### config.mk
export PLATFORM = sky130hd
export DESIGN_NAME = cc_lives_counter
export DESIGN_NICKNAME = d
export VERILOG_FILES = /design/src/rtl/lives_pkg.sv /design/src/rtl/cc_respawn_timer.sv /design/src/rtl/cc_lives_counter.sv
export SDC_FILE = /design/constraint.sdc
export NUM_CORES = 1
export LEC_CHECK = 0
export BUFFER_PORTS_ARGS = -buffer_cell sky130_fd_sc_hd__buf_2
export CAP_MARGIN = 10
export CORE_UTILIZATION = 35
export DETAILED_ROUTE_END_ITERATION = 16
export GPL_TIMING_DRIVEN = 0
export SLEW_MARGIN = 20
export SYNTH_ARGS = -nofsm -noshare
export SYNTH_HDL_FRONTEND = slang
export SYNTH_SLANG_ARGS = --single-unit
### constraint.sdc
create_clock -name CC_LIVES_COUNTER_CLOCK_50 -period 2.7 [get_ports CC_LIVES_COUNTER_CLOCK_50]
set_input_delay 0.405 -clock CC_LIVES_COUNTER_CLOCK_50 [delete_from_list [all_inputs] [get_ports CC_LIVES_COUNTER_CLOCK_50]]
set_output_delay 0.405 -clock CC_LIVES_COUNTER_CLOCK_50 [all_outputs]
set_load 0.005 [all_outputs]
### src/rtl/lives_pkg.sv
// Shared constants for the frog lives counter: FSM encoding, default
// parameter values and the saturation ceiling of the lives count.
package lives_pkg;

  localparam int LIVES_W_DEFAULT        = 3;
  localparam int INIT_LIVES_DEFAULT     = 3;
  localparam int RESPAWN_CYCLES_DEFAULT = 50_000_000;
  localparam int MAX_LIVES_DEFAULT      = (2 ** LIVES_W_DEFAULT) - 1;

  localparam logic [1:0] ST_ALIVE   = 2'd0;
  localparam logic [1:0] ST_RESPAWN = 2'd1;
  localparam logic [1:0] ST_OVER    = 2'd2;

  function automatic int maxLives(input int width);
    return (2 ** width) - 1;
  endfunction

endpackage

### src/rtl/cc_respawn_timer.sv
// Loadable down-counter that times hit immunity; zero flag is decoded from the
// count register so it is valid the cycle after a load.
module cc_respawn_timer #(
  parameter int TIMER_W = 1
) (
  input  logic               clk,
  input  logic               rst,
  input  logic               load,
  input  logic [TIMER_W-1:0] loadValue,
  input  logic               dec,
  output logic               zero
);

  logic [TIMER_W-1:0] count;

  always_ff @(posedge clk) begin
    if (rst) begin
      count <= '0;
    end else if (load) begin
      count <= loadValue;
    end else if (dec && (count != '0)) begin
      count <= count - 1'b1;
    end
  end

  assign zero = (count == '0);

endmodule

### src/rtl/cc_lives_counter.sv
// Frog lives counter: ALIVE/RESPAWN/OVER FSM with registered outputs.
// Define LIVES_COUNTER_BONUS_EN to enable extra-life pulses on the bonus input.
module cc_lives_counter
  import lives_pkg::*;
#(
  parameter int LIVES_COUNTER_DATAWIDTH = LIVES_W_DEFAULT,
  parameter int INIT_LIVES              = INIT_LIVES_DEFAULT,
  parameter int RESPAWN_CYCLES          = RESPAWN_CYCLES_DEFAULT
) (
  input  logic                               CC_LIVES_COUNTER_CLOCK_50,
  input  logic                               CC_LIVES_COUNTER_RESET_InHigh,
  input  logic                               CC_LIVES_COUNTER_start_InHigh,
  input  logic                               CC_LIVES_COUNTER_hit_InHigh,
  input  logic                               CC_LIVES_COUNTER_bonus_InHigh,
  output logic [LIVES_COUNTER_DATAWIDTH-1:0] CC_LIVES_COUNTER_data_OutBUS,
  output logic                               CC_LIVES_COUNTER_respawn_OutHigh,
  output logic                               CC_LIVES_COUNTER_hitAck_OutHigh,
  output logic                               CC_LIVES_COUNTER_over_OutHigh
);

  localparam int TIMER_W = (RESPAWN_CYCLES > 1) ? $clog2(RESPAWN_CYCLES) : 1;
  localparam logic [TIMER_W-1:0] TIMER_LOAD = TIMER_W'(RESPAWN_CYCLES - 1);
  localparam logic [LIVES_COUNTER_DATAWIDTH-1:0] MAX_COUNT =
    LIVES_COUNTER_DATAWIDTH'(maxLives(LIVES_COUNTER_DATAWIDTH));
  localparam logic [LIVES_COUNTER_DATAWIDTH-1:0] INIT_COUNT =
    LIVES_COUNTER_DATAWIDTH'(INIT_LIVES);

  if (INIT_LIVES < 1 || INIT_LIVES > maxLives(LIVES_COUNTER_DATAWIDTH)) begin : gBadInitLives
    $error("cc_lives_counter: INIT_LIVES out of range");
  end
  if (RESPAWN_CYCLES < 1) begin : gBadRespawnCycles
    $error("cc_lives_counter: RESPAWN_CYCLES must be at least 1");
  end

  logic                               clk;
  logic                               rst;
  logic                               restart;
  logic                               hit;
  logic                               bonus;
  logic [1:0]                         state;
  logic [LIVES_COUNTER_DATAWIDTH-1:0] count;
  logic                               respawnReg;
  logic                               hitAckReg;
  logic                               overReg;
  logic                               timerLoad;
  logic                               timerDec;
  logic                               timerZero;
  logic                               lastLife;

  assign clk     = CC_LIVES_COUNTER_CLOCK_50;
  assign rst     = CC_LIVES_COUNTER_RESET_InHigh;
  assign restart = rst | CC_LIVES_COUNTER_start_InHigh;
  assign hit     = CC_LIVES_COUNTER_hit_InHigh;
`ifdef LIVES_COUNTER_BONUS_EN
  assign bonus   = CC_LIVES_COUNTER_bonus_InHigh;
`else
  // Port kept for pin compatibility; masked so the count never increments.
  assign bonus   = CC_LIVES_COUNTER_bonus_InHigh & 1'b0;
`endif

  function automatic logic [LIVES_COUNTER_DATAWIDTH-1:0] satInc(
    input logic [LIVES_COUNTER_DATAWIDTH-1:0] value
  );
    return (value == MAX_COUNT) ? value : value + 1'b1;
  endfunction

  // A hit on the last life without a simultaneous bonus ends the game.
  assign lastLife  = (count <= LIVES_COUNTER_DATAWIDTH'(1)) && !bonus;
  assign timerLoad = !restart && (state == ST_ALIVE) && hit && !lastLife;
  assign timerDec  = (state == ST_RESPAWN);

  cc_respawn_timer #(
    .TIMER_W (TIMER_W)
  ) uTimer (
    .clk       (clk),
    .rst       (restart),
    .load      (timerLoad),
    .loadValue (TIMER_LOAD),
    .dec       (timerDec),
    .zero      (timerZero)
  );

  always_ff @(posedge clk) begin
    hitAckReg <= 1'b0;
    if (restart) begin
      state      <= ST_ALIVE;
      count      <= INIT_COUNT;
      respawnReg <= 1'b0;
      overReg    <= 1'b0;
    end else begin
      case (state)
        ST_ALIVE: begin
          if (hit) begin
            hitAckReg <= 1'b1;
            if (lastLife) begin
              count   <= '0;
              state   <= ST_OVER;
              overReg <= 1'b1;
            end else begin
              if (!bonus) count <= count - 1'b1;
              state      <= ST_RESPAWN;
              respawnReg <= 1'b1;
            end
          end else if (bonus) begin
            count <= satInc(count);
          end
        end
        ST_RESPAWN: begin
          if (bonus) count <= satInc(count);
          if (timerZero) begin
            state      <= ST_ALIVE;
            respawnReg <= 1'b0;
          end
        end
        ST_OVER: begin
          count <= '0;
        end
        default: begin
          state      <= ST_ALIVE;
          respawnReg <= 1'b0;
          overReg    <= 1'b0;
        end
      endcase
    end
  end

  assign CC_LIVES_COUNTER_data_OutBUS     = count;
  assign CC_LIVES_COUNTER_respawn_OutHigh = respawnReg;
  assign CC_LIVES_COUNTER_hitAck_OutHigh  = hitAckReg;
  assign CC_LIVES_COUNTER_over_OutHigh    = overReg;

endmodule

# --- Word-level counts from Yosys, hierarchy flattened ---
# Cells that the tools add are included.
totals:
  in_bits: 5
  output_inout_bits: 6
  elab_cells: 55
  ff_bits: 34
op_classes:
  n_addsub: 2
  n_eq_ne: 6
  bitwise_logic: 4
  reduce_logical: 18
  magnitude_cmp: 1
  muxes: 17
ops:
  columns: ["cell", "count"]
  rows:
  - ["26-bit two-way mux", 2]
  - ["26-bit logical NOT", 1]
  - ["26-bit nonzero test", 1]
  - ["26-bit by 1-bit subtractor with 26-bit output, second input constant", 1]
  - ["2-bit != test, second input constant", 4]
  - ["1-bit two-way mux", 6]
  - ["2-bit two-way mux", 3]
  - ["3-bit two-way mux", 2]
  - ["2-bit one-hot mux with 3 select lines", 1]
  - ["3-bit one-hot mux with 2 select lines", 1]
  - ["3-bit AND reduction", 2]
  - ["2-bit OR reduction", 3]
  - ["1-bit logical AND", 4]
  - ["4-bit AND reduction", 1]
  - ["2-bit nonzero test", 2]
  - ["3-bit by 1-bit <= comparator with 1-bit output, second input constant", 1]
  - ["1-bit inverter", 3]
  - ["1-bit one-hot mux with 3 select lines", 1]
  - ["3-bit by 1-bit subtractor with 3-bit output, second input constant", 1]
  - ["2-bit by 1-bit equality test with 1-bit output, second input constant", 1]
  - ["2-bit equality test, second input constant", 1]
  - ["1-bit logical NOT", 2]
  - ["2-bit logical NOT", 1]
  - ["1-bit one-hot mux with 2 select lines", 1]
  - ["other kinds (2)", 2]

# --- Depth between registers and ports, before layout ---
# Gate-level depths: netlist of the first run.
logic_depth:
  ltp_word: 6
  depth_mapped: 9

# --- Cells and area by module ---
# From an unflattened synthesis of the first run, not the netlist that was laid out.
hier_totals:
  hier_cells: 252
  area_unflattened_um2: 2084.5
by_module_without_submodules:
  columns: ["mod", "instances", "cells_each", "area_per_inst_um2"]
  rows:
  - ["cc_respawn_timer", 1, 201, 1654.1]
  - ["cc_lives_counter", 1, 51, 430.4]

# --- Worst setup path before layout of the first run ---
# No wires, ideal clock.
synth_path:
  kind: "register to register"
  startpoint: "register uTimer.count[12]"
  endpoint: "register respawnReg (netlist: CC_LIVES_COUNTER_respawn_OutHigh)"
  setup_time_ps: 79
  stages_incl_launch_ff: 8
  setup_slack_ps: 493
  synth_period_minus_slack_ps: 2207
  arrival_time_ps: 2128
  cell_sequence: "dfxtp_1 > or4_1 > buf_2 > or3_4 > o31ai_4 > buf_6 > a31oi_1 > a211oi_2"
synth_via:
  elab_chain_len: 3
synth_lines:
  columns: ["element", "line_no", "rtl"]
  rows:
  - ["start: declaration", "cc_respawn_timer.sv:14", "logic [TIMER_W-1:0] count;"]
  - ["start signal: assignment", "cc_respawn_timer.sv:20", "count <= loadValue;"]
  - ["start signal: assignment", "cc_respawn_timer.sv:22", "count <= count - 1'b1;"]
  - ["26-bit logical NOT", "cc_respawn_timer.sv:26", "assign zero = (count == '0);"]
  - ["2-bit != test (no source line)", null, null]
  - ["4-bit AND reduction (no source line)", null, null]
  - ["end signal: assignment", "cc_lives_counter.sv:88", "respawnReg <= 1'b0;"]
  - ["end signal: assignment", "cc_lives_counter.sv:102", "respawnReg <= 1'b1;"]
  - ["end signal: assignment", "cc_lives_counter.sv:112", "respawnReg <= 1'b0;"]
  - ["end: declaration", "cc_lives_counter.sv:42", "logic respawnReg;"]
# Every way passes these cells.
# A chain may end at the register's enable or synchronous reset.

# --- Worst setup path in the final report of the first run ---
layout_path:
  startpoint: "register state[1]"
  endpoint: "register uTimer.count[13]"
layout_via:
  elab_chain_len: 5
  elab_cells_between_ends: 8
  classes_between: "eq/ne (1); mux (1); reduce/logical (6)"
layout_lines:
  columns: ["element", "line_no", "rtl"]
  rows:
  - ["start: declaration", "cc_lives_counter.sv:40", "logic [1:0] state;"]
  - ["start signal: assignment", "cc_lives_counter.sv:86", "state <= ST_ALIVE;"]
  - ["start signal: assignment", "cc_lives_counter.sv:97", "state <= ST_OVER;"]
  - ["start signal: assignment", "cc_lives_counter.sv:101", "state <= ST_RESPAWN;"]
  - ["2-bit logical NOT", "cc_lives_counter.sv:69", "assign timerLoad = !restart && (state == ST_ALIVE) && hit && !lastLife;"]
  - ["1-bit logical AND (3 in series)", "cc_lives_counter.sv:69", null]
  - ["26-bit two-way mux or 2-bit nonzero test (tied branches)", null, null]
# Parallel ways exist; a longest one is shown, timed or not.

==> flow_metrics.tcl, run 1 <==
set metrics [dict create \
    p_int_w 0.000825 \
    synth_area_per_cell_um2 8.59 \
    hold_path_class "reg2reg" \
    ys_warn_count 0 \
    hp-start "uTimer.count[11]" \
    fin_crit_sh_pct 91.6 \
    dpl.cell_count 292 \
    nFillCells 547 \
    final_util_pct 40.5 \
    ios 11 \
    initial_core_util_pct 36.2 \
    p_leak_nw 0.728 \
    grt_max_degree 11 \
    grt-ovfl-total 0 \
    syn_inst 214 \
    cts.reportedPaths.clkPinSlew_ps 60 \
    min_path_cells 2 \
    insertion_delay_ps 280 \
    wl_per_cell_um 13.9 \
    htreeDepth 2 \
    hold_violations 0 \
    pwr-share-comb_pct 27.0 \
    outcome "finished clean" \
    grt_util_all_layers_pct 17.0 \
    synth-compound-area-share_pct 23.9 \
    die_h_um 74.5 \
    core-area_mm2 0.00507 \
    synth_fp_nets 225 \
    p_clk_share_pct 28.6 \
    finalSetupViolCount 0 \
    clock-root-buffer "clkbuf_8" \
    irDropWorstVdd_mv 0.254 \
    die-width_um 74.5 \
    required_ps 2900 \
    dieArea_mm2 0.00555 \
    antennaDiodeCount 0 \
    synth_enable_flop_cells 0 \
    whs_endpoint "uTimer.count[11]" \
    p_per_area_mw_per_mm2 602 \
    r2r_end "uTimer.count[13]" \
    cp-start-kind "flop" \
    place_congestion 0.854 \
    worstPathArrival_ps 2670 \
    swShare_pct 33.3 \
    skew_ps 3.80 \
    cts.sink_count 34 \
    syn_to_final_growth_pct 11.6 \
    synth_area_leaders "dfxtp_1 37%, a31oi_1 5.1%, ha_1 4.1%, a21oi_1 3.3%, nor2_1 3.1%" \
    period_minus_slack_ps 2470 \
    cts_tree "yes" \
    synthMuxAreaShare_pct 1.70 \
    synth_ff_type "dfxtp_1" \
    r2r_start "state[1]" \
    synthArstFlopShare_pct 0 \
    cp_max_fo 8 \
    synthesis.area_mm2 0.00184 \
    synth_top_family_by_area "simple AND/OR/NAND/NOR gates" \
    drc 0 \
    drtPass1Iterations 4 \
    std_cell_rows 26 \
    rsz0062_at_grt "false" \
    drive_gt1_share_pct 16.2 \
    critical_path_class "reg2reg" \
    ys_ff_latch 34 \
    synth_xor_area_share_pct 1.43 \
    yosys.area.top_type_share_pct 37.0 \
    viasPerCell 5.52 \
    r2r_setup_slack_ps 230 \
    antenna_left 0 \
    p_seq_share_pct 44.4 \
    rr_worst_depth 8 \
    switchingPower_w 0.000412 \
    slew_violations 0 \
    place_area_mm2 0.00197 \
    ys_types 49 \
    grt_pass1_vias 1563 \
    max_slew_margin_pct 44.0 \
    seq_area_frac_synth_pct 37.0 \
    startpoint "state[1]" \
    tns_ps 0 \
    tightest_slew_ps 840 \
    cap_violations 0 \
    yosysTopAreaCell "dfxtp_1" \
    clk_path_buf_depth 2 \
    nNetsFinal 240 \
    instances_no_fill 299 \
    dr.first_iter.drc_count 64 \
    clock.fmax_mhz 404 \
    num_vias 1649 \
    design_area_mm2 0.00205 \
    wirelength_um 4150 \
    grt_pass1_wl_um 7230 \
    cts_buffers 5 \
    cp-end-kind "flop" \
    synthAdderAreaFrac_pct 4.08 \
    grt_antenna_before_repair 0 \
    place_hpwl_um 2940 \
    synth_simple_gate_area_share_pct 26.5 \
    portBuffers 8 \
]
## kinds of logic after synthesis
kind of cell,Yosys count
buf+inv,24
flops,34
compound gates,63
mux,3
simple gates,81
xor+xnor,3
fa+ha+maj,6
## per-layer routing
metal | vias to the layer above | part of all wire [%] | routed length (µm) | track usage [%]
met5 | - | 0 | 0 | 0
met3 | 2 | 2.5 | 104 | 4.07
met1 | 780 | 51 | 2120 | 23.4
li1 | 853 | - | - | -
met2 | 14 | 46 | 1900 | 26.6
met4 | 0 | 0.53 | 22 | 4.40
## how the worst max path moves through the flow
stage / end / depth (start not counted)
after floorplan: CC_LIVES_COUNTER_respawn_OutHigh / 7
after global placement: uTimer.count[14] / 7
after detailed placement: uTimer.count[14] / 7
after CTS: uTimer.count[14] / 7
after global routing: uTimer.count[13] / 6
final: uTimer.count[13] / 8
## placed cells by master, fill, tap and decap left out, types with 2 or more instances in the layout
cell,synthesis,final
and2_1,2,2
a31oi_1,15,15
and3_1,4,4
nor2_1,15,15
nand2_1,9,9
o2111ai_1,2,2
ha_1,6,6
clkbuf_8,0,5
inv_1,11,11
or4b_2,2,2
nand3_1,9,9
o21ai_0,10,10
a21oi_1,12,12
o41ai_1,4,4
dfxtp_1,34,34
o31ai_1,7,7
buf_2,2,9
nand4_1,6,6
clkbuf_1,10,12
xnor2_1,2,2
or4_2,5,5
nor3_1,3,3
nand2b_1,2,2
or3_1,6,6
o211ai_1,2,2
or3_2,2,2
nor4_1,2,2
mux2i_1,2,2
a31o_2,2,2
or4_1,4,4
## cell type report
class                   instances  area (µm²)  area share [%]
flip-flops and latches         34         681            33.2
clock buffers                   7        76.3            3.72
inverters                      11        41.3            2.01
multi-input cells             156        1070            51.9
plain buffers                  13        61.3            2.99
well taps                      70        87.6            4.27
repair buffers                  8        40.0            1.95
## registers in the layout, summed over array words and instances (netlist names)
| register | cells |
|---|---|
| CC_LIVES_COUNTER_data_OutBUS | 3 |
| CC_LIVES_COUNTER_hitAck_OutHigh | 1 |
| CC_LIVES_COUNTER_over_OutHigh | 1 |
| CC_LIVES_COUNTER_respawn_OutHigh | 1 |
| state | 2 |
| uTimer.count | 26 |
## timing repair
| action | in CTS | in global routing |
|---|---|---|
| setup endpoints to repair | 0 | 4 |
| resized for setup | 0 | 3 |
| hold buffers | 0 | 0 |
| setup buffers | 0 | 0 |
| hold endpoints to repair | 0 | 0 |
## worst max-delay path: stages (launching register included)
cell and delay (ps):
dfxtp_1 320, inv_1 70, ha_1 140, clkbuf_1 360, and3_1 230, clkbuf_1 280
nand2_1 220, or4_2 570, a31oi_1 180
## per-stage QoR
step                worst slack [ps]  hold slack (ps)  total power [W]
floorplan                        493              443         0.000804
finish                           227              469          0.00124
global route                   0.366              506          0.00132
global placement                 193              452         0.000880
detailed placement               152              458         0.000885
CTS                              135              468          0.00124
## power groups by stage
stage	combinational, W	sequential, W	clock [W]
2_1_floorplan	0.000249	0.000555	0
3_3_place_gp	0.000321	0.000560	0
3_5_place_dp	0.000325	0.000560	0
4_1_cts	0.000328	0.000549	0.000366
5_1_grt	0.000374	0.000553	0.000388
6_report	0.000333	0.000549	0.000354
## cells in the mapped netlist, types with 3 or more instances
cell type / n
or4_2: 5
nand2_1: 9
o31ai_1: 7
nand3_1: 9
clkbuf_1: 10
o41ai_1: 4
and3_1: 4
dfxtp_1: 34
o21ai_0: 10
nor2_1: 15
a31oi_1: 15
a21oi_1: 12
ha_1: 6
or3_1: 6
nor3_1: 3
nand4_1: 6
inv_1: 11
or4_1: 4
No activity file was read; power rests on OpenSTA's default activity.
==> run 2, diff against run 1 <==
--- a/config.mk
+++ b/config.mk
@@ -11,5 +11,5 @@
 export DETAILED_ROUTE_END_ITERATION = 16
 export GPL_TIMING_DRIVEN = 0
-export SLEW_MARGIN = 20
+export MAX_ROUTING_LAYER = met4
 export SYNTH_ARGS = -nofsm -noshare
 export SYNTH_HDL_FRONTEND = slang
==> constraint.sdc (replaced) <==
create_clock -name CC_LIVES_COUNTER_CLOCK_50 -period 2.7 [get_ports CC_LIVES_COUNTER_CLOCK_50]
set_input_delay 0.675 -clock CC_LIVES_COUNTER_CLOCK_50 [delete_from_list [all_inputs] [get_ports CC_LIVES_COUNTER_CLOCK_50]]
set_output_delay 0.675 -clock CC_LIVES_COUNTER_CLOCK_50 [all_outputs]
set_load 0.005 [all_outputs]
==> run 2 against run 1 <==
Net effect:
- critical path depth unchanged
- highest routed layer unchanged
- flip-flop and latch count is the same
- largest cell class unchanged
- total power up 0.14%
- clock-buffer cell count unchanged
- largest power group unchanged
==> flow_metrics.tcl, run 2 (synthesis gave the netlist of run 1 again) <==
set metrics [dict create \
    instances_no_fill 299 \
    cp-start-kind "flop" \
    outcome "finished clean" \
    clk_path_buf_depth 2 \
    period_minus_slack_ps 2480 \
    syn_to_final_growth_pct 11.6 \
    initial_core_util_pct 36.2 \
    fin_crit_sh_pct 92.0 \
    grt_pass1_wl_um 7240 \
    hold_violations 0 \
    crit_buf_inv 3 \
    p_clk_share_pct 28.6 \
    p_int_w 0.000825 \
    largest_reg_flops 26 \
    cp_slowest_stage_delay_ps 570 \
    antenna_left 0 \
    dpl.cell_count 292 \
    slew_violations 0 \
    drtPass1Iterations 4 \
    htreeDepth 2 \
    core-area_mm2 0.00507 \
    grt_util_all_layers_pct 17.5 \
    std_cell_rows 26 \
    max_slew_margin_pct 43.8 \
    swShare_pct 33.4 \
    layout_commonest_cell "dfxtp_1" \
    critPathSlowestCell "or4_2" \
    grt_max_degree 11 \
    wl_per_cell_um 14.0 \
    drc 0 \
    drive_gt1_share_pct 16.2 \
    worstPathCellList "inv_1 -> ha_1 -> clkbuf_1 -> and3_1 -> clkbuf_1 -> nand2_1 -> or4_2 -> a31oi_1" \
    viasPerCell 5.54 \
    nFillCells 547 \
    nNetsFinal 240 \
    num_vias 1657 \
    multi_input_area_mm2 0.00107 \
    p_leak_nw 0.728 \
    clock.fmax_mhz 403 \
    antennaDiodeCount 0 \
    irDropWorstVdd_mv 0.255 \
    post_cts_buffers 0 \
    cts_tree "yes" \
    grt_antenna_before_repair 0 \
    cp-end-kind "flop" \
    cts.sink_count 34 \
    final_util_pct 40.5 \
    regMostFlops "uTimer.count" \
    tns_ps 0 \
    regArea_um2 681 \
    die_h_um 74.5 \
    cp_max_fo 8 \
    switchingPower_w 0.000413 \
    wirelength_um 4180 \
    rsz0062_at_grt "false" \
    grt_pass1_vias 1562 \
    portBuffers 8 \
    grt-ovfl-total 0 \
    critPathTopFamily "simple AND/OR/NAND/NOR gates" \
    die-width_um 74.5 \
    place_area_mm2 0.00197 \
    p_per_area_mw_per_mm2 603 \
    dr.first_iter.drc_count 83 \
    design_area_mm2 0.00205 \
    p_seq_share_pct 44.4 \
    insertion_delay_ps 280 \
    hold_path_class "reg2reg" \
    place_congestion 0.867 \
    skew_ps 3.75 \
    hold_ws_ps 469 \
    dieArea_mm2 0.00555 \
    required_ps 2900 \
    pwr-share-comb_pct 27.0 \
    cts_buffers 5 \
    cap_violations 0 \
    ios 11 \
    critical_path_class "reg2reg" \
    finalSetupViolCount 0 \
    place_hpwl_um 2940 \
    clock-root-buffer "clkbuf_8" \
    tightest_slew_ps 841 \
    cts.reportedPaths.clkPinSlew_ps 70 \
    crit_top_cell "clkbuf_1" \
    worstPathArrival_ps 2690 \
    most-common-layout-cells "34 x dfxtp_1, 15 x nor2_1, 15 x a31oi_1" \
]
## run 2: layout make-up
type	count	area share [%]
Clock buffer	7	3.72
Buffer	13	2.99
Tap cell	70	4.27
Multi-Input combinational cell	156	51.9
Sequential cell	34	33.2
Timing Repair Buffer	8	1.95
Inverter	11	2.01
## run 2: per-stage QoR
stage / total power (W) / worst slack [ps]
after global placement: 0.000880 / 193
after floorplan: 0.000804 / 493
after detailed placement: 0.000885 / 152
final: 0.00124 / 216
after CTS: 0.00124 / 135
after global routing: 0.00132 / 0.366
## run 2: worst register-to-register path, cell delays in order (launching register included)
cell      delay, ps
dfxtp_1         320
inv_1            70
ha_1            150
clkbuf_1        360
and3_1          230
clkbuf_1        290
nand2_1         230
or4_2           580
a31oi_1         190
## run 2: routing by layer
layer | global-route usage [%] | part of all wire (%) | up-vias
met4 | 4.40 | 0.53 | 0
met5 | - | 0 | -
met2 | 26.6 | 45 | 20
met1 | 23.4 | 51 | 784
li1 | - | - | 851
met3 | 4.07 | 2.6 | 2
## run 2: timing repair
action | CTS | global route
endpoints found under the setup margin | 0 | 4
resized for setup | 0 | 3
hold buffers | 0 | 0
## run 2: power by group through the flow
stage / registers, W / logic (W) / clock network (W)
3_5_place_dp: 0.000560 / 0.000325 / 0
2_1_floorplan: 0.000555 / 0.000249 / 0
6_report: 0.000549 / 0.000334 / 0.000355
3_3_place_gp: 0.000560 / 0.000321 / 0
4_1_cts: 0.000549 / 0.000328 / 0.000366
5_1_grt: 0.000553 / 0.000374 / 0.000388
## run 2: final timing paths
check / startpoint / endpoint / slack [ps] / cells past startpoint
worst max-delay path: state[1] / uTimer.count[13] / 220 / 8
worst min-delay path: uTimer.count[11] / uTimer.count[11] / 470 / 2
worst max register to register: state[1] / uTimer.count[13] / 220 / 8
worst min register to register: uTimer.count[11] / uTimer.count[11] / 470 / 2
